`config.mk`:
```
export PLATFORM = sky130hd
export DESIGN_NAME = spi_mem_master
export DESIGN_NICKNAME = d
export VERILOG_FILES = /design/src/rtl/spi_mem_master.sv
export SDC_FILE = /design/constraint.sdc
export NUM_CORES = 1
export LEC_CHECK = 0
export CAP_MARGIN = 25
export CELL_PAD_IN_SITES_DETAIL_PLACEMENT = 0
export CELL_PAD_IN_SITES_GLOBAL_PLACEMENT = 1
export CORE_MARGIN = 4
export CORE_UTILIZATION = 30
export CTS_CLUSTER_DIAMETER = 80
export DETAILED_ROUTE_END_ITERATION = 12
export GPL_ROUTABILITY_DRIVEN = 1
export PLACE_DENSITY_LB_ADDON = 0.1
export SLEW_MARGIN = 20
export SYNTH_ARGS = -nofsm -noshare
export SYNTH_HDL_FRONTEND = slang
export SYNTH_SLANG_ARGS = --single-unit
export TNS_END_PERCENT = 5
```
`constraint.sdc`:
```
create_clock -name clk -period 2.2 [get_ports clk]
set_clock_uncertainty 0.15 [all_clocks]
set_input_delay 0.44 -clock clk [delete_from_list [all_inputs] [get_ports clk]]
set_output_delay 0.44 -clock clk [all_outputs]
set_load 0.01 [all_outputs]
```
`src/rtl/spi_mem_master.sv`:
```
// spi_mem_master: SPI mode-0 master for single-byte read/write frames to a
// spiMemory-style slave. Frame = {addr, rw, data}, shifted out MSB first.
// All pins are registered copies of the FSM state, so they lag the state by one clk.
// Optional build macro: SPI_MASTER_MISO_SYNC_EN adds a 2-flop miso synchroniser
// and moves the capture point 2 clk later within the sclk high phase (CLK_DIV >= 3).
module spi_mem_master #(
  parameter int CLK_DIV = 4,
  parameter int ADDR_W  = 7,
  parameter int DATA_W  = 8
) (
  input  logic              clk,
  input  logic              reset,
  input  logic              cmd_valid,
  output logic              cmd_ready,
  input  logic              cmd_rw,
  input  logic [ADDR_W-1:0] cmd_addr,
  input  logic [DATA_W-1:0] cmd_wdata,
  output logic              rsp_valid,
  output logic [DATA_W-1:0] rsp_rdata,
  output logic              sclk_pin,
  output logic              cs_pin,
  output logic              mosi_pin,
  input  logic              miso_pin
);

  localparam int FRAME = ADDR_W + 1 + DATA_W;
  localparam int DIV_W = $clog2(2 * CLK_DIV);
  localparam int BIT_W = $clog2(FRAME);
  localparam logic [DIV_W-1:0] DIV_LAST = DIV_W'(CLK_DIV - 1);
  localparam logic [DIV_W-1:0] GAP_LAST = DIV_W'(2 * CLK_DIV - 2);
  localparam logic [BIT_W-1:0] BIT_LAST = BIT_W'(FRAME - 1);
  localparam logic [BIT_W-1:0] DATA_FIRST = BIT_W'(ADDR_W + 1);

  typedef enum logic [2:0] {IDLE, SHIFT, HOLD, DONE, GAP} state_t;

  state_t             state_reg, state_next;
  logic [DIV_W-1:0]   div_reg, div_next;
  logic               phase_reg, phase_next;   // 0 = sclk low half, 1 = high half
  logic [BIT_W-1:0]   bit_reg, bit_next;
  logic [FRAME-1:0]   frame_reg, frame_next;
  logic               rw_reg, rw_next;
  logic [DATA_W-1:0]  rdata_reg;
  logic               cap_now;

  // Ready is combinational so it drops together with reset and rises on the first cycle after it.
  assign cmd_ready = (state_reg == IDLE) && !reset;

  // Strobe for the cycle in which sclk_pin is high for the first time during a data bit.
  assign cap_now = (state_reg == SHIFT) && phase_reg && (div_reg == DIV_W'(1)) &&
                   (bit_reg >= DATA_FIRST);

  // State and datapath registers.
  always_ff @(posedge clk or posedge reset) begin
    if (reset) begin
      state_reg <= IDLE;
      div_reg   <= '0;
      phase_reg <= 1'b0;
      bit_reg   <= '0;
      frame_reg <= '0;
      rw_reg    <= 1'b0;
    end else begin
      state_reg <= state_next;
      div_reg   <= div_next;
      phase_reg <= phase_next;
      bit_reg   <= bit_next;
      frame_reg <= frame_next;
      rw_reg    <= rw_next;
    end
  end

  // Next-state logic: latch the frame on accept, then time each half bit with div_reg.
  always_comb begin
    state_next = state_reg;
    div_next   = div_reg;
    phase_next = phase_reg;
    bit_next   = bit_reg;
    frame_next = frame_reg;
    rw_next    = rw_reg;
    case (state_reg)
      IDLE: begin
        if (cmd_valid && cmd_ready) begin
          frame_next = {cmd_addr, cmd_rw, (cmd_rw ? DATA_W'(0) : cmd_wdata)};
          rw_next    = cmd_rw;
          div_next   = '0;
          phase_next = 1'b0;
          bit_next   = '0;
          state_next = SHIFT;
        end
      end
      SHIFT: begin
        if (div_reg == DIV_LAST) begin
          div_next = '0;
          if (!phase_reg) begin
            phase_next = 1'b1;
          end else begin
            phase_next = 1'b0;
            if (bit_reg == BIT_LAST) begin
              state_next = HOLD;
            end else begin
              bit_next   = bit_reg + 1'b1;
              frame_next = {frame_reg[FRAME-2:0], 1'b0};
            end
          end
        end else begin
          div_next = div_reg + 1'b1;
        end
      end
      HOLD: begin
        if (div_reg == DIV_LAST) begin
          div_next   = '0;
          state_next = DONE;
        end else begin
          div_next = div_reg + 1'b1;
        end
      end
      DONE: begin
        div_next   = '0;
        state_next = GAP;
      end
      GAP: begin
        if (div_reg == GAP_LAST) begin
          div_next   = '0;
          state_next = IDLE;
        end else begin
          div_next = div_reg + 1'b1;
        end
      end
      default: state_next = IDLE;
    endcase
  end

  // Registered pins and response; reset forces the idle pin levels immediately.
  always_ff @(posedge clk or posedge reset) begin
    if (reset) begin
      sclk_pin  <= 1'b0;
      cs_pin    <= 1'b1;
      mosi_pin  <= 1'b0;
      rsp_valid <= 1'b0;
      rsp_rdata <= '0;
    end else begin
      sclk_pin  <= (state_reg == SHIFT) && phase_reg;
      cs_pin    <= !((state_reg == SHIFT) || (state_reg == HOLD));
      mosi_pin  <= (state_reg == SHIFT) && frame_reg[FRAME-1];
      rsp_valid <= (state_reg == DONE);
      rsp_rdata <= ((state_reg == DONE) && rw_reg) ? rdata_reg : '0;
    end
  end

`ifdef SPI_MASTER_MISO_SYNC_EN
  logic miso_s1_reg, miso_s2_reg;
  logic cap_d1_reg, cap_d2_reg;

  // Synchronise miso and delay the capture strobe by the same two clocks.
  always_ff @(posedge clk or posedge reset) begin
    if (reset) begin
      miso_s1_reg <= 1'b0;
      miso_s2_reg <= 1'b0;
      cap_d1_reg  <= 1'b0;
      cap_d2_reg  <= 1'b0;
      rdata_reg   <= '0;
    end else begin
      miso_s1_reg <= miso_pin;
      miso_s2_reg <= miso_s1_reg;
      cap_d1_reg  <= cap_now;
      cap_d2_reg  <= cap_d1_reg;
      if (cap_d2_reg) begin
        rdata_reg <= {rdata_reg[DATA_W-2:0], miso_s2_reg};
      end
    end
  end
`else
  // Capture miso directly in the first sclk-high cycle of each data bit.
  always_ff @(posedge clk or posedge reset) begin
    if (reset) begin
      rdata_reg <= '0;
    end else if (cap_now) begin
      rdata_reg <= {rdata_reg[DATA_W-2:0], miso_pin};
    end
  end
`endif

endmodule

```
==> out/metrics.csv <==
stage,metric,value,unit
placement,pre_cts_slack,-39.0,ps
placement,dp_hpwl,3.64,mm
power,pwr_density_cell,1160,mW/mm^2
drt,dr.pass1.iters,4,
worst_setup_path,cp.required,1610,ps
worst_setup_path,cp-start-kind,flop,
synthesis,synthesis.nets,233,
timing,slew_violations,0,
worst_setup_path,worst_ep_arrival_time,1440,ps
timing,setup_viol,0,
timing,hold_viol,0,
die,initial_core_util,31.3,%
cts,post_cts_buffers,0,
cts,cts_tree,yes,
cts,clock_latency,310,ps
synthesis,yosys_warnings,0,
global_route,grt_pass1_vias,1729,
synthesis,ys_seq_area_share,52.1,%
worst_setup_path,critPathKind,flop to output port,
synthesis,synth.distinct_cells,43,
layout,final_util,39.5,%
timing,worst_pin_slew,671,ps
timing,max_freq,492,MHz
layout,design_area,0.00291,mm^2
worst_setup_path,crit_path_max_fanout,2,
layout,largest_reg_flops,16,
cts,clock-sinks,48,
global_route,grt_max_degree,26,
cts,cts_buffers,5,
global_route,grt_pass1_wl,8.58,mm
synthesis,netlist_instances,206,
die,io_pins,33,
cts,cts.clk_slew.worst_paths,100,ps
timing,period_share,92.4,%
cts,cts_resized,1,
layout,nets,278,
global_route,grtUsageTotal,12.1,%
layout,num_antenna_cells,0,
timing,worst_slack,167,ps
power,worst_ir_drop_vdd,385,uV
placement,dpl-instance-area,0.00282,mm^2
status,status,"complete, no violations",
power,p_leak,0.00136,uW
drt,wire_per_inst,14.4,um
placement,portBuffers,32,
synthesis,syn_avg_cell_area,11.2,um^2
synthesis,synth_top_cell_by_area,dfrtp_1,
synthesis,synth_top_area_share,50.9,%
layout,drive_gt1_share,21.4,%
layout,fillers,767,
worst_setup_path,cp-end-kind,output port,
drt,vias,1658,
drt,wl_met3,134,um
layout,syn_to_final_growth,26.2,%
drt,drt-met1-wl,2.56,mm
cts,hold_buffers,0,
drt,wl_met2,2.31,mm
die,fp-row-count,31,
die,die_w,95.7,um
global_route,grt_antenna_before_repair,0,
timing,min_period,2030,ps
min_path,holdCritPathClass,flop to flop,
run,maxCapViolCount,0,
cts,clockBufferDepth,2,
drt,via_per_inst,4.72,
drt,final_antenna_net_count,0,
layout,final_common_cell,dfrtp_1,
timing,slew-limit-headroom,55.3,%
timing,rsz0062_at_grt,no,
synthesis,syn-cell-area,0.00231,mm^2
layout,final_cell_mix,"dfrtp_1 (47), clkdlybuf4s50_1 (31), a21oi_1 (25)",
cts,htreeDepth,2,
drt,drt-initial-drc-count,67,
timing,whs,366,ps
drt,top_layer_used,met4,
synthesis,synth_area_leaders,"dfrtp_1 (51%), a21oi_1 (5.4%), mux2_2 (5.4%)",
die,core_region_area,0.00737,mm^2
cts,cts-root-buf,clkbuf_8,
placement,gp_routability_congestion,0.739,
drt,route.detailed.drc,0,
synthesis,ys_seq_elements,48,
die,fp.dieH,95.7,um
drt,postRouteWirelength,5.07,mm
global_route,grt-ovfl-total,0,
die,die-area,0.00916,mm^2
path summary, 6_finish.rpt:
path                                     startpoint  slack, ps  cells past startpoint                  endpoint
min in group asynchronous                     reset        440                      3  frame_reg[1]$_DFFE_PP0P_
min                          bit_reg[2]$_DFFE_PP0P_        370                      1    bit_reg[2]$_DFFE_PP0P_
min reg2reg                  bit_reg[2]$_DFFE_PP0P_        370                      1    bit_reg[2]$_DFFE_PP0P_
max                        state_reg[2]$_DFFE_PP0P_        170                      3                 cmd_ready
max in group asynchronous                     reset       1010                      4  state_reg[0]$_DFFE_PP0P_
max reg2reg                state_reg[2]$_DFFE_PP0P_        200                      5  rdata_reg[3]$_DFFE_PP0P_
cell usage after synthesis:
master      n
dfrtp_1    47
a21oi_1    25
inv_1      12
mux2_2     11
a21oi_2    10
and3_1     10
mux2i_1     9
nand2_1     8
a22oi_1     7
ha_1        7
nand3_1     6
buf_2       5
nor2_1      5
clkbuf_1    4
o21ai_0     4
a21o_1      3
nor3_1      3
buf_6       2
nand4_1     2
o221ai_1    2
o22ai_1     2
a221o_1     1
a22o_1      1
a311oi_1    1
a31oi_1     1
a32oi_1     1
and2_1      1
buf_1       1
buf_12      1
dfstp_2     1
nand2b_1    1
nor2_4      1
nor2b_1     1
nor3_4      1
nor3b_1     1
nor4_1      1
o21a_1      1
o21ai_4     1
o2bb2ai_1   1
o31ai_1     1
or2_2       1
or3b_1      1
xor2_1      1
critical path: stages (launching register included):
cell	delay [ps]
dfrtp_1	390
or2_2	320
nor3_1	130
dlygate4sd2_1	290
cell type report:
type / count / area (um^2) / area share (%)
clock inverters: 3 / 25.0 / 0.859
clock buffers: 5 / 68.8 / 2.36
flip-flops and latches: 48 / 1200 / 41.3
well taps: 99 / 124 / 4.25
repair buffers: 51 / 474 / 16.3
multi-input cells: 133 / 975 / 33.4
inverters: 12 / 45.0 / 1.55
metrics by stage:
| stage | power [uW] | TNS, ps | cells |
|---|---|---|---|
| after floorplan | 2420 | 0 | 206 |
| after global placement | 2830 | -6.20 | 343 |
| after detailed placement | 2840 | -39.0 | 343 |
| after CTS | 3410 | 0 | 351 |
| after global routing | 3650 | 0 | 351 |
| final | 3370 | 0 | 351 |
layer usage:
metal | GRT usage [%] | vias to the layer above
met5 | 0 | -
met4 | 3.91 | 0
met3 | 2.35 | 6
met2 | 18.8 | 22
met1 | 17.1 | 798
li1 | - | 832
logic make-up after synthesis:
group,Yosys count,share of synthesized area (%)
compound gates,62,18.2
flops,48,52.1
simple gates,43,10.6
buf+inv,25,5.69
mux,20,9.27
fa+ha+maj,7,3.79
xor+xnor,1,0.379
where the power goes:
group / leakage (uW) / total (uW) / switching [uW] / internal, uW
Sequential: 0.000581 / 1400 / 211 / 1180
Combinational: 0.000731 / 1410 / 732 / 676
Clock: 0.0000452 / 565 / 333 / 232
Total: 0.00136 / 3370 / 1280 / 2090
Note: power is estimated with default switching activity, not from simulation.
